**src/rtl/hazard_scoreboard_if.sv**
```systemverilog
// -----------------------------------------------------------------------------
// hazard_scoreboard_if
// Purpose : bundles the ID-stage request signals and the hazard / pipeline
//           status returned by hazard_scoreboard.
// Signals :
//   id_valid, id_rs, id_rt, id_uses_rs, id_uses_rt, id_is_branch,
//   id_reg_write, id_mem_read, id_rd, flush      -> driven by the ID stage
//   stall, pc_write, if_id_write, id_ex_bubble,
//   ex_rd, mem_rd, wb_rd, ex/mem/wb_reg_write,
//   stall_cycles, load_use_events                -> driven by the scoreboard
// Modports: master = ID stage / pipeline control, slave = scoreboard.
// -----------------------------------------------------------------------------
interface hazard_scoreboard_if;
   logic        id_valid;
   logic [4:0]  id_rs;
   logic [4:0]  id_rt;
   logic        id_uses_rs;
   logic        id_uses_rt;
   logic        id_is_branch;
   logic        id_reg_write;
   logic        id_mem_read;
   logic [4:0]  id_rd;
   logic        flush;

   logic        stall;
   logic        pc_write;
   logic        if_id_write;
   logic        id_ex_bubble;
   logic [4:0]  ex_rd;
   logic [4:0]  mem_rd;
   logic [4:0]  wb_rd;
   logic        ex_reg_write;
   logic        mem_reg_write;
   logic        wb_reg_write;
   logic [15:0] stall_cycles;
   logic [15:0] load_use_events;

   modport master (
      output id_valid, id_rs, id_rt, id_uses_rs, id_uses_rt, id_is_branch,
             id_reg_write, id_mem_read, id_rd, flush,
      input  stall, pc_write, if_id_write, id_ex_bubble,
             ex_rd, mem_rd, wb_rd, ex_reg_write, mem_reg_write, wb_reg_write,
             stall_cycles, load_use_events
   );

   modport slave (
      input  id_valid, id_rs, id_rt, id_uses_rs, id_uses_rt, id_is_branch,
             id_reg_write, id_mem_read, id_rd, flush,
      output stall, pc_write, if_id_write, id_ex_bubble,
             ex_rd, mem_rd, wb_rd, ex_reg_write, mem_reg_write, wb_reg_write,
             stall_cycles, load_use_events
   );
endinterface

```
**src/rtl/hazard_scoreboard.sv**
```systemverilog
// -----------------------------------------------------------------------------
// hazard_scoreboard
// Purpose : tracks the destination registers of the instructions in EX, MEM
//           and WB and holds the ID stage while a source operand depends on a
//           load whose data is not yet available.
//             - ALU consumers read operands in EX: only a load in EX blocks.
//             - Branches compare in ID: a load in EX or in MEM blocks, an ALU
//               result in EX is forwarded.
//           flush kills the ID instruction and overrides the stall.
// Ports   :
//   clk  - rising-edge clock
//   rst  - synchronous, active-high reset (clears entries and counters)
//   bus  - hazard_scoreboard_if.slave (ID request in, hazard/stage status out)
// Config  : define HAZARD_PERF_COUNT_EN to build the saturating stall_cycles
//           and load_use_events counters; otherwise both read as 0 and no
//           counter flops exist.
// -----------------------------------------------------------------------------
module hazard_scoreboard (
   input  logic               clk,
   input  logic               rst,
   hazard_scoreboard_if.slave bus
);

   typedef struct packed {
      logic       valid;
      logic [4:0] rd;
      logic       reg_write;
      logic       mem_read;
   } entry_t;

   localparam entry_t EMPTY_ENTRY = '{valid: 1'b0, rd: 5'd0, reg_write: 1'b0, mem_read: 1'b0};

   entry_t ex_q;
   entry_t ex_d;
   entry_t mem_q;
   entry_t mem_d;
   entry_t wb_q;
   entry_t wb_d;

   logic load_in_ex_hit_s;
   logic load_in_mem_hit_s;
   logic hazard_s;
   logic stall_s;

   // An entry produces a source operand the ID instruction actually reads.
   // Register 0 is hard-wired, so it never creates a dependency.
   function automatic logic entry_hits(input entry_t e, input logic [4:0] src,
                                       input logic src_used);
      entry_hits = e.valid & e.reg_write & (e.rd != 5'd0) & (e.rd == src) & src_used;
   endfunction

   // Hazard detection. Each stage is checked independently so that a younger
   // ALU producer of the same register cannot hide an older load behind it.
   always_comb begin
      load_in_ex_hit_s  = ex_q.mem_read &
                          (entry_hits(ex_q, bus.id_rs, bus.id_uses_rs) |
                           entry_hits(ex_q, bus.id_rt, bus.id_uses_rt));
      load_in_mem_hit_s = mem_q.mem_read &
                          (entry_hits(mem_q, bus.id_rs, bus.id_uses_rs) |
                           entry_hits(mem_q, bus.id_rt, bus.id_uses_rt));
      if (bus.id_is_branch) begin
         hazard_s = load_in_ex_hit_s | load_in_mem_hit_s;
      end else begin
         hazard_s = load_in_ex_hit_s;
      end
      // A flushed instruction is discarded anyway, so it never waits.
      stall_s = hazard_s & bus.id_valid & ~bus.flush;
   end

   assign bus.stall         = stall_s;
   assign bus.pc_write      = ~stall_s;
   assign bus.if_id_write   = ~stall_s;
   assign bus.id_ex_bubble  = stall_s | bus.flush;

   assign bus.ex_rd         = ex_q.rd;
   assign bus.mem_rd        = mem_q.rd;
   assign bus.wb_rd         = wb_q.rd;
   assign bus.ex_reg_write  = ex_q.valid & ex_q.reg_write;
   assign bus.mem_reg_write = mem_q.valid & mem_q.reg_write;
   assign bus.wb_reg_write  = wb_q.valid & wb_q.reg_write;

   // Pipeline advance: older stages always shift, EX takes the ID instruction
   // only when it is really issued, otherwise a bubble.
   always_comb begin
      mem_d = ex_q;
      wb_d  = mem_q;
      ex_d  = EMPTY_ENTRY;
      if (bus.id_valid & ~stall_s & ~bus.flush) begin
         ex_d.valid     = 1'b1;
         ex_d.rd        = bus.id_rd;
         ex_d.reg_write = bus.id_reg_write;
         ex_d.mem_read  = bus.id_mem_read;
      end else begin
         ex_d = EMPTY_ENTRY;
      end
   end

   // Stage entry registers; reset wins over any flush or stall.
   always_ff @(posedge clk) begin
      if (rst) begin
         ex_q  <= EMPTY_ENTRY;
         mem_q <= EMPTY_ENTRY;
         wb_q  <= EMPTY_ENTRY;
      end else begin
         ex_q  <= ex_d;
         mem_q <= mem_d;
         wb_q  <= wb_d;
      end
   end

`ifdef HAZARD_PERF_COUNT_EN
   logic [15:0] stall_cycles_q;
   logic [15:0] stall_cycles_d;
   logic [15:0] load_use_events_q;
   logic [15:0] load_use_events_d;
   logic        stall_prev_q;
   logic        stall_prev_d;

   // Saturating counters; a new event is the first cycle of a stall run.
   always_comb begin
      stall_prev_d = stall_s;
      if (stall_s && (stall_cycles_q != 16'hFFFF)) begin
         stall_cycles_d = stall_cycles_q + 16'd1;
      end else begin
         stall_cycles_d = stall_cycles_q;
      end
      if (stall_s && !stall_prev_q && (load_use_events_q != 16'hFFFF)) begin
         load_use_events_d = load_use_events_q + 16'd1;
      end else begin
         load_use_events_d = load_use_events_q;
      end
   end

   // Counter registers.
   always_ff @(posedge clk) begin
      if (rst) begin
         stall_cycles_q    <= 16'd0;
         load_use_events_q <= 16'd0;
         stall_prev_q      <= 1'b0;
      end else begin
         stall_cycles_q    <= stall_cycles_d;
         load_use_events_q <= load_use_events_d;
         stall_prev_q      <= stall_prev_d;
      end
   end

   assign bus.stall_cycles    = stall_cycles_q;
   assign bus.load_use_events = load_use_events_q;
`else
   assign bus.stall_cycles    = 16'd0;
   assign bus.load_use_events = 16'd0;
`endif

endmodule

```
**src/flat_wrapper.sv**
```systemverilog
// flat-port wrapper written by rule: the top's interface ports become plain ports
module hazard_scoreboard_flat 
  (clk, rst, bus_id_valid, bus_id_rs, bus_id_rt, bus_id_uses_rs, bus_id_uses_rt, bus_id_is_branch, bus_id_reg_write, bus_id_mem_read, bus_id_rd, bus_flush, bus_stall, bus_pc_write, bus_if_id_write, bus_id_ex_bubble, bus_ex_rd, bus_mem_rd, bus_wb_rd, bus_ex_reg_write, bus_mem_reg_write, bus_wb_reg_write, bus_stall_cycles, bus_load_use_events);
  hazard_scoreboard_if bus_i ();
  input  logic clk;
  input  logic rst;
  input wire logic [$bits(bus_i.id_valid)-1:0] bus_id_valid;
  input wire logic [$bits(bus_i.id_rs)-1:0] bus_id_rs;
  input wire logic [$bits(bus_i.id_rt)-1:0] bus_id_rt;
  input wire logic [$bits(bus_i.id_uses_rs)-1:0] bus_id_uses_rs;
  input wire logic [$bits(bus_i.id_uses_rt)-1:0] bus_id_uses_rt;
  input wire logic [$bits(bus_i.id_is_branch)-1:0] bus_id_is_branch;
  input wire logic [$bits(bus_i.id_reg_write)-1:0] bus_id_reg_write;
  input wire logic [$bits(bus_i.id_mem_read)-1:0] bus_id_mem_read;
  input wire logic [$bits(bus_i.id_rd)-1:0] bus_id_rd;
  input wire logic [$bits(bus_i.flush)-1:0] bus_flush;
  output wire logic [$bits(bus_i.stall)-1:0] bus_stall;
  output wire logic [$bits(bus_i.pc_write)-1:0] bus_pc_write;
  output wire logic [$bits(bus_i.if_id_write)-1:0] bus_if_id_write;
  output wire logic [$bits(bus_i.id_ex_bubble)-1:0] bus_id_ex_bubble;
  output wire logic [$bits(bus_i.ex_rd)-1:0] bus_ex_rd;
  output wire logic [$bits(bus_i.mem_rd)-1:0] bus_mem_rd;
  output wire logic [$bits(bus_i.wb_rd)-1:0] bus_wb_rd;
  output wire logic [$bits(bus_i.ex_reg_write)-1:0] bus_ex_reg_write;
  output wire logic [$bits(bus_i.mem_reg_write)-1:0] bus_mem_reg_write;
  output wire logic [$bits(bus_i.wb_reg_write)-1:0] bus_wb_reg_write;
  output wire logic [$bits(bus_i.stall_cycles)-1:0] bus_stall_cycles;
  output wire logic [$bits(bus_i.load_use_events)-1:0] bus_load_use_events;
  assign bus_i.id_valid = bus_id_valid;
  assign bus_i.id_rs = bus_id_rs;
  assign bus_i.id_rt = bus_id_rt;
  assign bus_i.id_uses_rs = bus_id_uses_rs;
  assign bus_i.id_uses_rt = bus_id_uses_rt;
  assign bus_i.id_is_branch = bus_id_is_branch;
  assign bus_i.id_reg_write = bus_id_reg_write;
  assign bus_i.id_mem_read = bus_id_mem_read;
  assign bus_i.id_rd = bus_id_rd;
  assign bus_i.flush = bus_flush;
  assign bus_stall = bus_i.stall;
  assign bus_pc_write = bus_i.pc_write;
  assign bus_if_id_write = bus_i.if_id_write;
  assign bus_id_ex_bubble = bus_i.id_ex_bubble;
  assign bus_ex_rd = bus_i.ex_rd;
  assign bus_mem_rd = bus_i.mem_rd;
  assign bus_wb_rd = bus_i.wb_rd;
  assign bus_ex_reg_write = bus_i.ex_reg_write;
  assign bus_mem_reg_write = bus_i.mem_reg_write;
  assign bus_wb_reg_write = bus_i.wb_reg_write;
  assign bus_stall_cycles = bus_i.stall_cycles;
  assign bus_load_use_events = bus_i.load_use_events;
  hazard_scoreboard u_core (.clk(clk), .rst(rst), .bus(bus_i));
endmodule
```
**config.mk**
```make
export PLATFORM = sky130hd
export DESIGN_NAME = hazard_scoreboard_flat
export DESIGN_NICKNAME = d
export VERILOG_FILES = /design/src/rtl/hazard_scoreboard_if.sv /design/src/rtl/hazard_scoreboard.sv /design/src/flat_wrapper.sv
export SDC_FILE = /design/constraint.sdc
export NUM_CORES = 1
export LEC_CHECK = 0
export BUFFER_PORTS_ARGS = -buffer_cell sky130_fd_sc_hd__buf_2
export CORE_AREA = 2 2 58 60
export DETAILED_ROUTE_END_ITERATION = 7
export DIE_AREA = 0 0 60 62
export GPL_TIMING_DRIVEN = 1
export PLACE_DENSITY = 0.8
export REMOVE_ABC_BUFFERS = 1
export SKIP_CTS_REPAIR_TIMING = 1
export SLEW_MARGIN = 20
export SYNTH_ARGS = -nofsm -noshare
export SYNTH_HDL_FRONTEND = slang
export SYNTH_SLANG_ARGS = --single-unit
```
**constraint.sdc**
```tcl
create_clock -name clk -period 2.8 [get_ports clk]
set_clock_uncertainty 0.15 [all_clocks]
set_input_delay 0.28 -clock clk [delete_from_list [all_inputs] [get_ports clk]]
set_output_delay 0.28 -clock clk [all_outputs]
set_load 0.01 [all_outputs]
```
==> metrics.csv, run 1 <==
stage;metric;value;unit
floorplan;io_pins;78;
routing;dr.pass1.iters;3;
floorplan;die-area;0.00372;mm²
job;cap_violations;0;
cells_and_area;drive_above_1_share;0.294;
critical_path;arrival;2.17;ns
global_routing;grt_overflow;0;
synthesis;synth_cell_types;22;
critical_path;cp-start-kind;flop;
place;gp_congestion;0.870;
power_and_ir_drop;power_density;413;mW/mm²
routing;drt_wl_total;2.06;mm
critical_path;cp-end-kind;primary output;
clock_tree;htreeDepth;1;
global_routing;track_usage;0.101;
clock_tree;cts_root_buffer;clkbuf_4;
clock_tree;path_clk_slew;0.12;ns
critical_path;crit_required;2.37;ns
hold_path;hold_path.class;primary input to flop;
cells_and_area;post_layout_nonfiller_instances;216;
sta;slew_viol_final;0;
run_status;status;completed;
clock_tree;cts_made_buffers;3;
sta;fmax;0.384;GHz
global_routing;grt_max_degree;24;
routing;drc;0;
critical_path;path_class;flop to primary output;
routing;drt-wirelength-per-cell;9.54;µm
synthesis;netlist_area;0.00134;mm²
global_routing;grt_antenna_before_repair;0;
place;dp.cells;212;
sta;final-hold-violation-count;0;
sta;rsz0062_at_grt;no;
global_routing;grt_pass1_wl;2.87;mm
routing;vias_per_cell;3.94;
power_and_ir_drop;irDropWorstVdd;150;µV
synthesis;seq_area_frac_synth;0.344;
routing;dr.first_iter.drc_count;30;
critical_path;cp_max_fo;11;
synthesis;syn_inst;141;
floorplan;start_util;0.421;
synthesis;ys_ff_latch;23;
sta;finalCritPeriodShare;0.930;
synthesis;post_synth.cell_area_avg;9.49;µm²
clock_tree;cts_tree;built;
clock_tree;clkLatencyLatePin;0.30;ns
place;io_buffers;45;
cells_and_area;syn_to_final_growth;3.74;%
floorplan;std_cell_rows;21;
global_routing;first_global_vias;694;
routing;ant_nets;0;
clock_tree;numClockSinks;23;
floorplan;die_w;60;µm
floorplan;core_area;0.00318;mm²
sta;setup_tns;0;ns
routing;vias;852;
floorplan;die_h;62;µm
synthesis;yosys_warnings;0;
cells_and_area;fin_nets;195;
power_and_ir_drop;leakage;0.695;nW
place;hpwl;1.71;mm
clock_tree;clockBufferDepth;2;
cells_and_area;diodes;0;
sta;layout_min_cycle_time;2.60;ns
sta;setup_viol;0;
[power breakdown]
part	leakage (nW)	switching [mW]	internal [mW]
Sequential	0.187	0.00554	0.334
Combinational	0.495	0.0494	0.0358
Clock	0.0139	0.0947	0.0542
[critical path: stages (launching register included)]
cell and delay, ns:
dfxtp_1 0.38, or4_1 0.54, o2111a_1 0.26, a22oi_2 0.39, nand2b_1 0.18, buf_2 0.13
[kinds of logic (layout without fill, tap and decap cells)]
group	after synthesis	in the layout	synth area share
buffers and inverters	52	50	0.286
and+or+nand+nor	39	39	0.196
DFF	23	23	0.344
xor gates and xnor gates	20	20	0.131
AOI/OAI and AO/OA	6	6	0.0402
other	1	32	0.00280
[Yosys cell counts]
master	count	area (µm²)
conb_1	1	3.75
nor2b_1	15	93.8
inv_1	1	3.75
buf_4	48	360
o211a_1	1	10.0
nor3_1	1	5.00
buf_6	1	11.3
or4_1	2	15.0
and3b_1	1	8.76
and2_1	3	18.8
nand2b_1	1	6.26
clkbuf_1	2	7.51
dfxtp_1	23	460
o21bai_1	1	7.51
and4b_1	7	70.1
o2111a_1	1	11.3
nor2_1	1	3.75
xnor2_1	20	175
a22oi_2	1	12.5
o22ai_1	2	12.5
nand4_1	4	25.0
nand2_1	4	15.0
[layout make-up]
| class | count | area (µm²) |
|---|---|---|
| clock buffers | 3 | 22.5 |
| clock inverters | 1 | 7.51 |
| flip-flops and latches | 23 | 460 |
| inverters | 1 | 3.75 |
| multi-input cells | 97 | 611 |
| repair buffers | 45 | 225 |
| fillers | 319 | 1790 |
| well taps | 46 | 57.6 |
[per-layer routing]
| layer | global-route usage | up-vias | routed length (µm) |
|---|---|---|---|
| li1 | - | 437 | - |
| met4 | 0.0381 | 0 | 26 |
| met5 | 0 | - | 0 |
| met1 | 0.118 | 372 | 850 |
| met3 | 0.0145 | 2 | 169 |
| met2 | 0.186 | 41 | 1010 |
[registers in the layout (all words and copies together) (netlist names)]
name / cells
u_core.bus.wb_rd: 5
u_core.wb_q: 2
u_core.bus.mem_rd: 5
u_core.ex_q: 3
u_core.mem_q: 3
u_core.bus.ex_rd: 5
[cell usage in the layout (no fill, tap or decap), drive strengths merged, types with 2 or more instances in the layout]
master	count
and2	3
and4b	7
buf	45
clkbuf	3
conb	32
dfxtp	23
nand2	4
nand4	4
nor2b	15
o22ai	2
or4	2
xnor2	20
[final timing paths]
path	from	to	slack [ns]	cells after the start
setup / recovery	u_core.bus.mem_rd[0]	bus_if_id_write	0.20	5
hold / removal	bus_id_rd[1]	u_core.bus.ex_rd[1]	0.09	2
setup reg to reg	u_core.bus.mem_rd[0]	u_core.bus.ex_rd[0]	0.79	4
hold reg to reg	u_core.mem_q[1]	u_core.wb_q[1]	0.32	1
[through the flow]
| stage | util | total power, mW | instance area (µm²) | hold WS, ns | setup slack (ns) |
|---|---|---|---|---|---|
| floorplan | - | 0.397 | 1070 | 0.202 | 0.688 |
| global placement | 0.427 | 0.431 | 1360 | 0.288 | 0.601 |
| detailed placement | 0.427 | 0.431 | 1360 | 0.291 | 0.531 |
| CTS | 0.436 | 0.581 | 1390 | 0.0782 | 0.177 |
| global route | 0.436 | 0.610 | 1390 | 0.0635 | 0.0433 |
| finish | 0.436 | 0.573 | 1390 | 0.0858 | 0.197 |
(Power assumes the default switching activity.)
==> run 2: changes to the inputs <==
CORE_AREA = 2 2 70 72   (was 2 2 58 60)
DIE_AREA = 0 0 72 74   (was 0 0 60 62)
PLACE_DENSITY = not set   (was 0.8)
==> run 2 against run 1 <==
Effect of this change: clock power grew 41%; wire length is 16% higher; flip-flop and latch count unchanged; critical path depth did not move; count of clock-buffer cells in the layout did not move; non-clock buffer count is the same; fmax rose by 1.2%; total power rose by 11%; via count is 2.9% higher; sequential share of layout area shrank 0.67 points; critical endpoint unchanged.
==> metrics.csv, run 2 (same netlist as run 1, synthesis figures left out) <==
stage;metric;value;unit;change
run_status;status;completed;;
routing;vias_per_cell;3.92;;-0.74%
global_routing;first_global_vias;769;;+11%
global_routing;grt_pass1_wl;3.66;mm;+28%
cells_and_area;drive_above_1_share;0.294;;unchanged
power_and_ir_drop;p_int;470;µW;+11%
clock_tree;clkLatencyLatePin;0.26;ns;-0.04 ns
critical_path;cp-start-kind;flop;;
critical_path;path_class;flop to primary output;;
global_routing;grt_antenna_before_repair;0;;unchanged
sta;slew_viol_final;0;;unchanged
cells_and_area;syn_to_final_growth;5.89;%;
critical_path;crit_required;2.37;ns;about the same
power_and_ir_drop;p_sw_frac;0.260;;-0.00121
power_and_ir_drop;power_density;448;mW/mm²;+8.4%
routing;drt_wl_total;2.40;mm;+16%
critical_path;rr_worst_depth;4;;unchanged
critical_path;cpPeakStageDelay;0.55;ns;about the same
place;io_buffers;45;;unchanged
critical_path;path_cells;or4_1 > o2111a_1 > a22oi_2 > nand2b_1 > buf_2;;
floorplan;std_cell_rows;25;;+19%
critical_path;cpMaxStageDelayCell;or4_1;;
critical_path;cp-end-kind;primary output;;
sta;final-hold-violation-count;0;;unchanged
sta;setup_tns;0;ns;unchanged
floorplan;start_util;0.291;;-0.130
routing;dr.pass1.iters;4;;+1
floorplan;die-area;0.00533;mm²;+43%
floorplan;die_h;74;µm;+19%
critical_path;path_buf_inv;1;;unchanged
global_routing;grt_max_degree;24;;unchanged
critical_path;rrSetupSlack;0.79;ns;about the same
cells_and_area;post_layout_nonfiller_instances;224;;+3.7%
sta;layout_min_cycle_time;2.57;ns;-0.0305 ns
cells_and_area;design_area;0.00142;mm²;+2.1%
power_and_ir_drop;leakage;0.703;nW;+1.1%
sta;finalCritPeriodShare;0.919;;-0.0109
place;gp_congestion;0.779;;-10%
critical_path;r2r-end;u_core.bus.ex_rd[2];;
power_and_ir_drop;p_seq_frac;0.534;;-0.058
cells_and_area;layout_commonest_cell;buf_2;;
routing;ant_nets;0;;unchanged
routing;drt-wirelength-per-cell;10.7;µm;+12%
critical_path;crit_family;simple AND/OR/NAND/NOR gates;;
critical_path;crit_cells;5;;unchanged
routing;drc;0;;unchanged
place;dp.cells;220;;+3.8%
cells_and_area;final_cell_mix;45 x buf_2, 32 x conb_1, 23 x dfxtp_1;;
routing;wl_met3;263;µm;+56%
routing;vias;877;;+2.9%
routing;top_layer;met4;;
routing;met1_length;964;µm;+13%
clock_tree;numClockSinks;23;;unchanged
sta;rsz0062_at_grt;no;;
power_and_ir_drop;irDropWorstVdd;178;µV;+18%
sta;fmax;0.389;GHz;+1.2%
clock_tree;clockBufferDepth;2;;unchanged
clock_tree;cts_root_buffer;clkbuf_8;;
place;place_area;0.00137;mm²;+0.74%
job;cap_violations;0;;unchanged
clock_tree;cts_made_buffers;3;;unchanged
floorplan;die_w;72;µm;+20%
floorplan;io_pins;78;;unchanged
clock_tree;cts_tree;built;;
hold_path;hold_path.class;primary input to flop;;
clock_tree;htreeDepth;1;;unchanged
cells_and_area;diodes;0;;unchanged
routing;dr.first_iter.drc_count;12;;-60%
sta;setup_viol;0;;unchanged
critical_path;cp_max_fo;11;;unchanged
hold_path;hold_path.startpoint;bus_id_rd[1];;
global_routing;grt_overflow;0;;unchanged
place;hpwl;1.99;mm;+17%
power_and_ir_drop;p_comb_frac;0.136;;-0.013
power_and_ir_drop;p_switching;165;µW;+10%
cells_and_area;fin_nets;195;;unchanged
power_and_ir_drop;clkPwrFrac;0.330;;+0.070
floorplan;core_area;0.00460;mm²;+45%
critical_path;rr_startpoint;u_core.bus.mem_rd[0];;
critical_path;worstSetupEndpoint;bus_if_id_write;;
global_routing;track_usage;0.0883;;-0.0127
clock_tree;path_clk_slew;0.08;ns;-0.04 ns
routing;dr_wl_met2;1.16;mm;+15%
critical_path;arrival;2.14;ns;-0.03 ns
critical_path;critPathLaunch;u_core.bus.mem_rd[0];;
run 2: cell counts in the layout (fill, tap and decap cells not counted):
No cell type changed its count.
run 2: worst min path at each step:
stage | end | slack (ns) | cells past startpoint
floorplan | u_core.bus.mem_rd[0] | 0.20 | 1
global placement | u_core.mem_q[7] | 0.29 | 1
detailed placement | u_core.mem_q[1] | 0.29 | 1
CTS | u_core.ex_q[1] | 0.12 | 2
global route | u_core.ex_q[1] | 0.12 | 2
finish | u_core.bus.ex_rd[1] | 0.12 | 2
run 2: layer usage:
metal,global-route usage,vias up
met1,0.106,389
li1,-,442
met5,0,-
met3,0.0298,2
met2,0.151,44
met4,0.0252,0
run 2: worst reg2reg max path: stages, from the launching register on:
cell	delay, ns
dfxtp_1	0.37
or4_1	0.55
o2111a_1	0.26
a22oi_2	0.38
and4b_1	0.25
run 2: power by group through the flow:
stage | clock (mW) | sequential (mW) | combinational [mW]
finish | 0.210 | 0.339 | 0.0860
global route | 0.228 | 0.340 | 0.0959
CTS | 0.216 | 0.339 | 0.0864
detailed placement | 0 | 0.347 | 0.0859
global placement | 0 | 0.346 | 0.0862
floorplan | 0 | 0.347 | 0.0492
run 2: layout make-up:
class / instances / area [µm²]
timing repair buffer: 45 / 225
tap: 54 / 67.6
clock buffer: 3 / 41.3
multi-input combinational: 97 / 611
fill: 519 / 3180
inverter: 1 / 3.75
clock inverter: 1 / 7.51
sequential: 23 / 460
run 2: through the flow:
stage | utilization | hold slack [ns] | setup slack, ns | power [mW]
5_1_grt | 0.308 | 0.122 | 0.102 | 0.664
3_3_place_gp | 0.297 | 0.291 | 0.552 | 0.433
2_1_floorplan | - | 0.202 | 0.688 | 0.397
6_report | 0.308 | 0.124 | 0.227 | 0.634
4_1_cts | 0.308 | 0.124 | 0.204 | 0.641
3_5_place_dp | 0.297 | 0.291 | 0.512 | 0.433
